`src/rtl/fp_conv_pkg.sv`:
```
// Shared types and constants for the sequenced 12-bit to floating-point converter.
package fp_conv_pkg;

  typedef enum logic [1:0] {
    IDLE  = 2'd0,
    NORM  = 2'd1,
    ROUND = 2'd2,
    DONE  = 2'd3
  } state_t;

  localparam int DEF_IN_W  = 12;
  localparam int DEF_EXP_W = 3;
  localparam int DEF_SIG_W = 4;

  localparam logic [DEF_EXP_W-1:0] EXP_MAX = 3'd7;
  localparam logic [DEF_SIG_W-1:0] SIG_MAX = 4'd15;
  localparam logic [DEF_IN_W-1:0]  MIN_NEG = 12'h800;

  // Magnitude of a two's-complement sample; MIN_NEG wraps to zero and is flagged separately.
  function automatic logic [DEF_IN_W-2:0] mag_of(input logic [DEF_IN_W-1:0] d);
    logic [DEF_IN_W-1:0] n;
    n = d[DEF_IN_W-1] ? (~d + 1'b1) : d;
    return n[DEF_IN_W-2:0];
  endfunction

endpackage

```
`src/rtl/fp_seq_converter_if.sv`:
```
// Sample-in / result-out handshake bundle for fp_seq_converter.
interface fp_seq_converter_if #(
  parameter int IN_W  = fp_conv_pkg::DEF_IN_W,
  parameter int EXP_W = fp_conv_pkg::DEF_EXP_W,
  parameter int SIG_W = fp_conv_pkg::DEF_SIG_W
);
  logic             in_valid;
  logic             in_ready;
  logic [IN_W-1:0]  D;
  logic             out_valid;
  logic             out_ready;
  logic             S;
  logic [EXP_W-1:0] E;
  logic [SIG_W-1:0] F;
  logic             sat;
  logic             busy;

  modport master (
    output in_valid, D, out_ready,
    input  in_ready, out_valid, S, E, F, sat, busy
  );

  modport slave (
    input  in_valid, D, out_ready,
    output in_ready, out_valid, S, E, F, sat, busy
  );
endinterface

```
`src/rtl/fp_seq_converter_round.sv`:
```
// Rounds a normalised significand on its first dropped bit and clamps on overflow.
// Purely combinational; no handshake.
module fp_round
  import fp_conv_pkg::*;
#(
  parameter int EXP_W = DEF_EXP_W,
  parameter int SIG_W = DEF_SIG_W
) (
  input  logic [SIG_W-1:0] f,
  input  logic             fifth,
  input  logic [EXP_W-1:0] exp,
  input  logic             ovf,
  output logic [EXP_W-1:0] E,
  output logic [SIG_W-1:0] F,
  output logic             sat
);

  localparam logic [SIG_W-1:0] SIG_HALF = {1'b1, {(SIG_W-1){1'b0}}};

  always_comb begin
    E   = exp;
    F   = f + SIG_W'(fifth);
    sat = 1'b0;
    if (ovf) begin
      E   = EXP_MAX;
      F   = SIG_MAX;
      sat = 1'b1;
    end else if (fifth && (f == SIG_MAX)) begin
      // Rounding carried out of the significand: renormalise, or clamp if already at the top.
      if (exp == EXP_MAX) begin
        E   = EXP_MAX;
        F   = SIG_MAX;
        sat = 1'b1;
      end else begin
        E = exp + EXP_W'(1);
        F = SIG_HALF;
      end
    end
  end

endmodule

```
`src/rtl/fp_seq_converter.sv`:
```
// Serial normalise/round converter from a two's-complement sample to S/E/F float.
// Latency k+2 clk after accept (k = shift count); result held until out_ready, no input accepted meanwhile.
module fp_seq_converter
  import fp_conv_pkg::*;
#(
  parameter int IN_W  = DEF_IN_W,
  parameter int EXP_W = DEF_EXP_W,
  parameter int SIG_W = DEF_SIG_W
) (
  input  logic                clk,
  input  logic                rst_n,
  fp_seq_converter_if.slave   bus
);

  state_t           state;
  logic             sign;
  logic [IN_W-2:0]  mag;
  logic [EXP_W-1:0] exp;
  logic             ovf;

  logic             in_ready_q;
  logic             busy_q;
  logic             out_valid_q;
  logic             s_q;
  logic [EXP_W-1:0] e_q;
  logic [SIG_W-1:0] f_q;
  logic             sat_q;

  logic [SIG_W-1:0] rnd_f;
  logic             rnd_fifth;
  logic [EXP_W-1:0] rnd_e;
  logic [SIG_W-1:0] rnd_sig;
  logic             rnd_sat;

  assign rnd_f     = mag[IN_W-2 -: SIG_W];
  assign rnd_fifth = mag[IN_W-2-SIG_W] & (exp != '0);

  fp_round #(
    .EXP_W (EXP_W),
    .SIG_W (SIG_W)
  ) u_round (
    .f     (rnd_f),
    .fifth (rnd_fifth),
    .exp   (exp),
    .ovf   (ovf),
    .E     (rnd_e),
    .F     (rnd_sig),
    .sat   (rnd_sat)
  );

  always_ff @(posedge clk) begin
    if (!rst_n) begin
      state       <= IDLE;
      sign        <= 1'b0;
      mag         <= '0;
      exp         <= '0;
      ovf         <= 1'b0;
      in_ready_q  <= 1'b1;
      busy_q      <= 1'b0;
      out_valid_q <= 1'b0;
      s_q         <= 1'b0;
      e_q         <= '0;
      f_q         <= '0;
      sat_q       <= 1'b0;
    end else begin
      case (state)
        IDLE: begin
          if (bus.in_valid) begin
            sign       <= bus.D[IN_W-1];
            mag        <= mag_of(bus.D);
            exp        <= EXP_MAX;
            ovf        <= (bus.D == MIN_NEG);
            in_ready_q <= 1'b0;
            busy_q     <= 1'b1;
            state      <= NORM;
          end
        end
        NORM: begin
          // exp==0 is tested before decrementing, so exp cannot wrap.
          if (ovf || mag[IN_W-2] || (exp == '0)) begin
            state <= ROUND;
          end else begin
            mag <= mag << 1;
            exp <= exp - EXP_W'(1);
          end
        end
        ROUND: begin
          s_q         <= sign;
          e_q         <= rnd_e;
          f_q         <= rnd_sig;
          sat_q       <= rnd_sat;
          out_valid_q <= 1'b1;
          state       <= DONE;
        end
        DONE: begin
          if (bus.out_ready) begin
            out_valid_q <= 1'b0;
            in_ready_q  <= 1'b1;
            busy_q      <= 1'b0;
            state       <= IDLE;
          end
        end
        default: state <= IDLE;
      endcase
    end
  end

  assign bus.in_ready  = in_ready_q;
  assign bus.busy      = busy_q;
  assign bus.out_valid = out_valid_q;
  assign bus.S         = s_q;
  assign bus.E         = e_q;
  assign bus.F         = f_q;
  assign bus.sat       = sat_q;

endmodule

```
`src/flat_wrapper.sv`:
```
// flat-port wrapper written by rule: the top's interface ports become plain ports
module fp_seq_converter_flat import fp_conv_pkg::*;
#(
  parameter int IN_W  = DEF_IN_W,
  parameter int EXP_W = DEF_EXP_W,
  parameter int SIG_W = DEF_SIG_W
)
  (clk, rst_n, bus_in_valid, bus_D, bus_out_ready, bus_in_ready, bus_out_valid, bus_S, bus_E, bus_F, bus_sat, bus_busy);
  fp_seq_converter_if #(.IN_W(IN_W), .EXP_W(EXP_W), .SIG_W(SIG_W)) bus_i ();
  input  logic clk;
  input  logic rst_n;
  input wire logic [$bits(bus_i.in_valid)-1:0] bus_in_valid;
  input wire logic [$bits(bus_i.D)-1:0] bus_D;
  input wire logic [$bits(bus_i.out_ready)-1:0] bus_out_ready;
  output wire logic [$bits(bus_i.in_ready)-1:0] bus_in_ready;
  output wire logic [$bits(bus_i.out_valid)-1:0] bus_out_valid;
  output wire logic [$bits(bus_i.S)-1:0] bus_S;
  output wire logic [$bits(bus_i.E)-1:0] bus_E;
  output wire logic [$bits(bus_i.F)-1:0] bus_F;
  output wire logic [$bits(bus_i.sat)-1:0] bus_sat;
  output wire logic [$bits(bus_i.busy)-1:0] bus_busy;
  assign bus_i.in_valid = bus_in_valid;
  assign bus_i.D = bus_D;
  assign bus_i.out_ready = bus_out_ready;
  assign bus_in_ready = bus_i.in_ready;
  assign bus_out_valid = bus_i.out_valid;
  assign bus_S = bus_i.S;
  assign bus_E = bus_i.E;
  assign bus_F = bus_i.F;
  assign bus_sat = bus_i.sat;
  assign bus_busy = bus_i.busy;
  fp_seq_converter #(.IN_W(IN_W), .EXP_W(EXP_W), .SIG_W(SIG_W)) u_core (.clk(clk), .rst_n(rst_n), .bus(bus_i));
endmodule
```
`config.mk`:
```
export PLATFORM = sky130hd
export DESIGN_NAME = fp_seq_converter_flat
export DESIGN_NICKNAME = d
export VERILOG_FILES = /design/src/rtl/fp_conv_pkg.sv /design/src/rtl/fp_seq_converter_if.sv /design/src/rtl/fp_seq_converter_round.sv /design/src/rtl/fp_seq_converter.sv /design/src/flat_wrapper.sv
export SDC_FILE = /design/constraint.sdc
export NUM_CORES = 1
export LEC_CHECK = 0
export CORE_MARGIN = 1
export CORE_UTILIZATION = 45
export CTS_CLUSTER_SIZE = 28
export DETAILED_ROUTE_END_ITERATION = 12
export PLACE_DENSITY = 0.75
export REMOVE_ABC_BUFFERS = 1
export SLEW_MARGIN = 0
export SYNTH_ARGS = -nofsm -noshare
export SYNTH_HDL_FRONTEND = slang
export SYNTH_SLANG_ARGS = --single-unit
```
`constraint.sdc`:
```
create_clock -name clk -period 2.3 [get_ports clk]
set_input_delay 0.23 -clock clk [delete_from_list [all_inputs] [get_ports clk]]
set_output_delay 0.23 -clock clk [all_outputs]
set_load 0.02 [all_outputs]
```
==> impl_metrics.toml, run 1 <==
[sta]
fin_skew_ps = 4.12
drv_slew = 0
finalSetupViolCount = 0
timing_worst_slew_pin_value_ps = 453
fin_setup_tns_ps = 0
hold_ws_ps = 462
period_share_pct = 78.9
grt_setup_unrepaired = "false"
hold_violations = 0
fmax_ghz = 0.551
layout_min_cycle_time_ps = 1820
relSlewSlack_pct = 69.7

[floorplan]
die_area_mm2 = 0.00409
core_mm2 = 0.00366
fp.dieH_um = 63.9
initial_core_util_pct = 47.2
die_x_um = 63.9
rows = 22
io_pins = 28

[setup_path]
start_kind = "flop"
crit_chain = "inv_1 -> ha_1 -> buf_4 -> or4_1 -> o221ai_1"
cp_data_arrival_time_ps = 2020
ff2ff_setup_slack_ps = 480
path_max_fanout = 10
timing.rr.start = "u_core.state[1]$_SDFFE_PN0P_"
cp_slowest_cell = "or4_1"
r2r_end = "u_core.mag[8]$_SDFFE_PN0P_"
end_kind = "flop"
r2r_cells = 5
required_ps = 2500
critical-path-max-stage-delay_ps = 580
critPathKind = "flop to flop"

[route]
dr.first_iter.drc_count = 40
ant_nets = 0
firstDrtPassIters = 4
via_count = 1510
viasPerCell = 5.35
wl_um = 3550
wl_per_cell_um = 12.6
drc = 0

[cells_and_area]
area_growth_pct = 23.8
fin_nets = 260
num_antenna_cells = 0
layout-drive-gt1-share_pct = 8.55
final_common_cell = "dfxtp_1"
fin_cells = 282
fin_util_pct = 58.4
final_cell_mix = "dfxtp_1, clkdlybuf4s50_1, nand2_1"

[clocking]
numCtsBuffers = 5
clkLatencyLatePin_ps = 290
cts_sinks = 30
cts_tree = "built"
cts_hold_buf = 0
htree_levels = 2
clockBufferDepth = 2
cts_setup_buffers = 0
cts_resized = 0
cts_root_buf = "clkbuf_8"
path_clk_slew_ps = 60

[power]
p_leak_nw = 0.813
p_sw_w = 0.000933
seq_power_share_pct = 35.7
power_frac_comb_pct = 45.9
finalPower_w = 0.00239
power_frac_clock_pct = 18.4
swShare_pct = 39.0
ir_drop_v = 0.000534
power.density_mw_per_mm2 = 1120
p_int_w = 0.00146

[min_path]
hp-class = "flop to flop"
worstHoldPathCells = 2
worstHoldStart = "u_core.mag[4]$_SDFFE_PN0P_"
hold_path_end = "u_core.mag[4]$_SDFFE_PN0P_"

[yosys]
yosys.area_share.simple_pct = 22.8
synth.area.mux_share_pct = 3.48
synth_top_family_by_area = "simple AND/OR/NAND/NOR gates"
synth_cells = 203
synthTopCellsByArea = "dfxtp_1, ha_1, a21oi_1"
synth_flop_cell = "dfxtp_1"
synth_enable_flop_cells = 0
syn_area_mm2 = 0.00173
synth-seq-area-share_pct = 34.8
avgSynthCellArea_um2 = 8.51
yosys.area.top_type = "dfxtp_1"
yosys.area.top_type_share_pct = 34.8
ys_seq_elements = 30
synth-compound-area-share_pct = 19.9
yosysUniqueCellTypes = 43
synth-xor-area-share_pct = 6.09
synthArstFlopShare_pct = 0
yosys.area_share.adder_pct = 7.97
yosys_warnings = 0

[status]
status = "finished clean"

[grt]
antenna_found_initial = 0
gr-total-overflow = 0
grt_start_max_net_pins = 23
grt_pass1_wl_um = 6180
first_global_vias = 1413
grtUsageTotal_pct = 20.2

[job]
max_cap_viol_count = 0

[placement]
port_buffers = 27
gp_congestion = 0.768
dp_hpwl_um = 2590
dpl.cell_count = 274
## registers in the layout (all words and copies together) (netlist names), 2 cells and up
name	count
u_core.mag	11
u_core.bus.F	4
u_core.bus.E	3
u_core.exp	3
u_core.state	2
## cells in the mapped netlist, types with 2 or more instances
cell type / count
ha_1: 11
and3_1: 2
a21oi_1: 17
xor2_1: 7
nand3_1: 4
buf_2: 2
o211ai_1: 2
nand4_1: 5
nor3_1: 4
o31ai_1: 3
a21boi_1: 2
nand2b_1: 11
o21ai_0: 14
nor2b_1: 3
a211oi_1: 2
clkbuf_1: 6
nand2_1: 20
o22ai_1: 2
or4_1: 3
buf_6: 2
inv_1: 7
nor2_1: 13
dfxtp_1: 30
xnor2_1: 5
o221ai_1: 3
mux2i_1: 6
## layer usage
metal	vias up	GRT usage, %	wire (um)
met5	-	0	0
met4	0	8.52	59
met3	6	6.61	154
met2	34	32.7	1690
met1	694	24.2	1640
li1	776	-	-
## kinds of logic after synthesis
family / after synthesis
AO/OA/AOI/OAI: 53
buffers and inverters: 18
flip-flops: 30
adder cells (fa/ha/maj): 11
multiplexers: 6
XOR/XNOR: 12
AND/OR/NAND/NOR: 73
## power groups by stage
stage	clock [W]	combinational (W)	sequential [W]
final	0.000441	0.00110	0.000855
after CTS	0.000459	0.00111	0.000857
after detailed placement	0	0.00110	0.000868
after floorplan	0	0.000646	0.000928
after global routing	0.000484	0.00123	0.000883
after global placement	0	0.00108	0.000858
## worst max-delay path by stage
| stage | end | slack (ps) | cells after the start | start |
|---|---|---|---|---|
| final | u_core.mag[8]$_SDFFE_PN0P_ | 480 | 5 | u_core.state[1]$_SDFFE_PN0P_ |
| after floorplan | u_core.exp[2]$_SDFFE_PN0P_ | 240 | 6 | u_core.state[1]$_SDFFE_PN0P_ |
| after global placement | u_core.mag[10]$_SDFFE_PN0P_ | 420 | 6 | bus_D[4] |
| after detailed placement | u_core.mag[8]$_SDFFE_PN0P_ | 390 | 6 | bus_D[4] |
| after global routing | u_core.exp[1]$_SDFFE_PN0P_ | 330 | 7 | u_core.state[1]$_SDFFE_PN0P_ |
| after CTS | u_core.mag[8]$_SDFFE_PN0P_ | 480 | 5 | u_core.state[1]$_SDFFE_PN0P_ |
## stage by stage
stage          setup WS [ps]  cell area (um^2)
6_report                 485              2140
4_1_cts                  476              2140
3_5_place_dp             393              2050
3_3_place_gp             418              2050
5_1_grt                  328              2140
2_1_floorplan            240              1670
## worst max-delay path, delay by kind of cell, from the launching register on
| family | cells | cell delay [ps] |
|---|---|---|
| DFF | 1 | 370 |
| and+or+nand+nor | 1 | 580 |
| AOI/OAI and AO/OA | 1 | 220 |
| adders and majority gates | 1 | 270 |
| buffers and inverters | 2 | 290 |
## area by class of cell
class                           count  area (um^2)
Clock buffer                        7         86.3
Inverter                            8         30.0
Sequential cell                    30          601
Clock inverter                      1         5.00
Multi-Input combinational cell    155         1040
Timing Repair Buffer               33          315
Fill cell                         340         1520
Tap cell                           48         60.1
No activity file was read; power rests on OpenSTA's default activity.
==> run 2, diff against run 1 <==
Clock period 2.3 ns to 1.68 ns, I/O delays scaled along.
==> run 2 against run 1 <==
Via count up 6.6%. Core utilization up 6.1 points. Register-to-register slack worse by 420 ps. Hold slack worse by 8.2 ps. Clock-buffer cell count up 1. Sequential share of layout area down 2.5 points. Combinational power up 67%. Largest power group unchanged.
==> impl_metrics.toml, run 2 (same netlist as run 1, synthesis figures left out) <==
[route]
drc = 0
firstDrtPassIters = 4
ant_nets = 0
dr.first_iter.drc_count = 62
wl_per_cell_um = 12.7
via_count = 1610
wl_um = 3840
viasPerCell = 5.33

[min_path]
hp-class = "flop to flop"
hold_path_end = "u_core.mag[4]$_SDFFE_PN0P_"
worstHoldStart = "u_core.mag[4]$_SDFFE_PN0P_"
worstHoldPathCells = 2

[floorplan]
initial_core_util_pct = 47.2
die_area_mm2 = 0.00409
die_x_um = 63.9
fp.dieH_um = 63.9
core_mm2 = 0.00366
io_pins = 28
rows = 22

[clocking]
cts_sinks = 30
path_clk_slew_ps = 60
cts_setup_buffers = 0
cts_tree = "built"
htree_levels = 2
numCtsBuffers = 5
clkLatencyLatePin_ps = 280
cts_root_buf = "clkbuf_8"
clockBufferDepth = 2

[cells_and_area]
final_common_cell = "dfxtp_1"
fin_nets = 280
final_cell_mix = "dfxtp_1, clkdlybuf4s50_1, buf_4"
layout-drive-gt1-share_pct = 20.1
fillCellCount = 328
area_growth_pct = 36.7
top_register = "u_core.mag"
num_antenna_cells = 0
design_area_mm2 = 0.00236
largest_register_ffs = 11

[power]
ir_drop_v = 0.000837
p_leak_nw = 0.928
finalPower_w = 0.00368
power.density_mw_per_mm2 = 1560

[placement]
gp_congestion = 0.791
dp_hpwl_um = 2910
port_buffers = 27
placed_area_mm2 = 0.00221
place_ws_ps = -130

[setup_path]
path_max_fanout = 2
r2r_end = "u_core.bus.F[1]$_SDFFE_PN0P_"
timing.rr.start = "u_core.exp[1]$_SDFFE_PN0P_"
r2r_cells = 8
critical-path-max-stage-delay_ps = 330
ff2ff_setup_slack_ps = 70
critPathKind = "flop to flop"
required_ps = 1850
end_kind = "flop"
cp_data_arrival_time_ps = 1780
cp_slowest_cell = "dfxtp_2"
crit_chain = "inv_2 -> ha_4 -> nand2b_4 -> and2_1 -> ha_2 -> ha_1 -> a21boi_1 -> o22ai_1"
start_kind = "flop"

[grt]
grt_start_max_net_pins = 23
gr-total-overflow = 0
first_global_vias = 1532
grt_pass1_wl_um = 6710
antenna_found_initial = 0
grtUsageTotal_pct = 20.8

[sta]
fmax_ghz = 0.621
finalSetupViolCount = 0
layout_min_cycle_time_ps = 1610
timing_worst_slew_pin_value_ps = 352
hold_violations = 0
relSlewSlack_pct = 76.5
fin_skew_ps = 3.78
finalWorstSetupSlack_ps = 69.1
period_share_pct = 95.9
grt_setup_unrepaired = "false"
drv_slew = 0

[job]
max_cap_viol_count = 0

[status]
status = "finished clean"
## run 2: cell count changes in the layout (fill, tap and decap cells not counted), moves of 2 or more
cell	change
dfxtp_1	-2
inv_1	-2
dfxtp_2	+2
ha_1	-3
ha_2	+2
clkbuf_8	+2
inv_2	+2
buf_4	+19
## run 2: worst max-delay path by stage
stage / startpoint / end / slack (ps) / cells after the start
global route: u_core.exp[1]$_SDFFE_PN0P_ / u_core.bus.F[1]$_SDFFE_PN0P_ / 1 / 8
finish: u_core.exp[1]$_SDFFE_PN0P_ / u_core.bus.F[1]$_SDFFE_PN0P_ / 70 / 8
global placement: bus_D[5] / u_core.mag[10]$_SDFFE_PN0P_ / -110 / 6
detailed placement: bus_D[5] / u_core.mag[10]$_SDFFE_PN0P_ / -130 / 6
floorplan: u_core.state[1]$_SDFFE_PN0P_ / u_core.exp[2]$_SDFFE_PN0P_ / -380 / 6
CTS: u_core.exp[1]$_SDFFE_PN0P_ / u_core.bus.F[1]$_SDFFE_PN0P_ / 0.6 / 8
## run 2: critical path, delay by kind of cell (launching register included)
kind,cells,cell delay (ps)
compound gates,2,250
buf+inv,1,80
flops,1,330
simple gates,2,210
fa+ha+maj,3,640
## run 2: power by group
group	internal [W]	leakage (nW)	total (W)	switching [W]
sequential	0.000981	0.247	0.00116	0.000177
combinational	0.000908	0.624	0.00184	0.000934
clock	0.000413	0.0575	0.000680	0.000267
total	0.00230	0.928	0.00368	0.00138
## run 2: per-stage QoR
| step | hold slack [ps] | util, % | setup TNS (ps) | std cells |
|---|---|---|---|---|
| 4_1_cts | 456 | 63.6 | 0 | 302 |
| 6_report | 454 | 64.5 | 0 | 302 |
| 2_1_floorplan | 244 | - | -4320 | 193 |
| 5_1_grt | 477 | 64.5 | 0 | 302 |
| 3_5_place_dp | 448 | 60.4 | -512 | 294 |
| 3_3_place_gp | 443 | 60.4 | -429 | 294 |
## run 2: cell type report
| cell class | instances | area, um^2 | share of cell area, % |
|---|---|---|---|
| multi-input cells | 155 | 1080 | 45.7 |
| repair buffers | 53 | 478 | 20.2 |
| inverters | 8 | 30.0 | 1.27 |
| clock buffers | 8 | 110 | 4.66 |
| well taps | 48 | 60.1 | 2.54 |
| flip-flops and latches | 30 | 603 | 25.5 |
## run 2: what timing repair did
item,4_1_cts,5_1_grt
gates resized for setup,1,11
pin swaps,1,2
hold endpoints to repair,0,0
hold buffers,0,0
endpoints found under the setup margin,2,18
## run 2: per-layer routing
metal,track usage [%],wire length [um],vias to the layer above
li1,-,-,822
met1,25.4,1860,756
met2,36.4,1830,27
met3,4.29,112,5
met4,5.97,44,0
met5,0,0,-
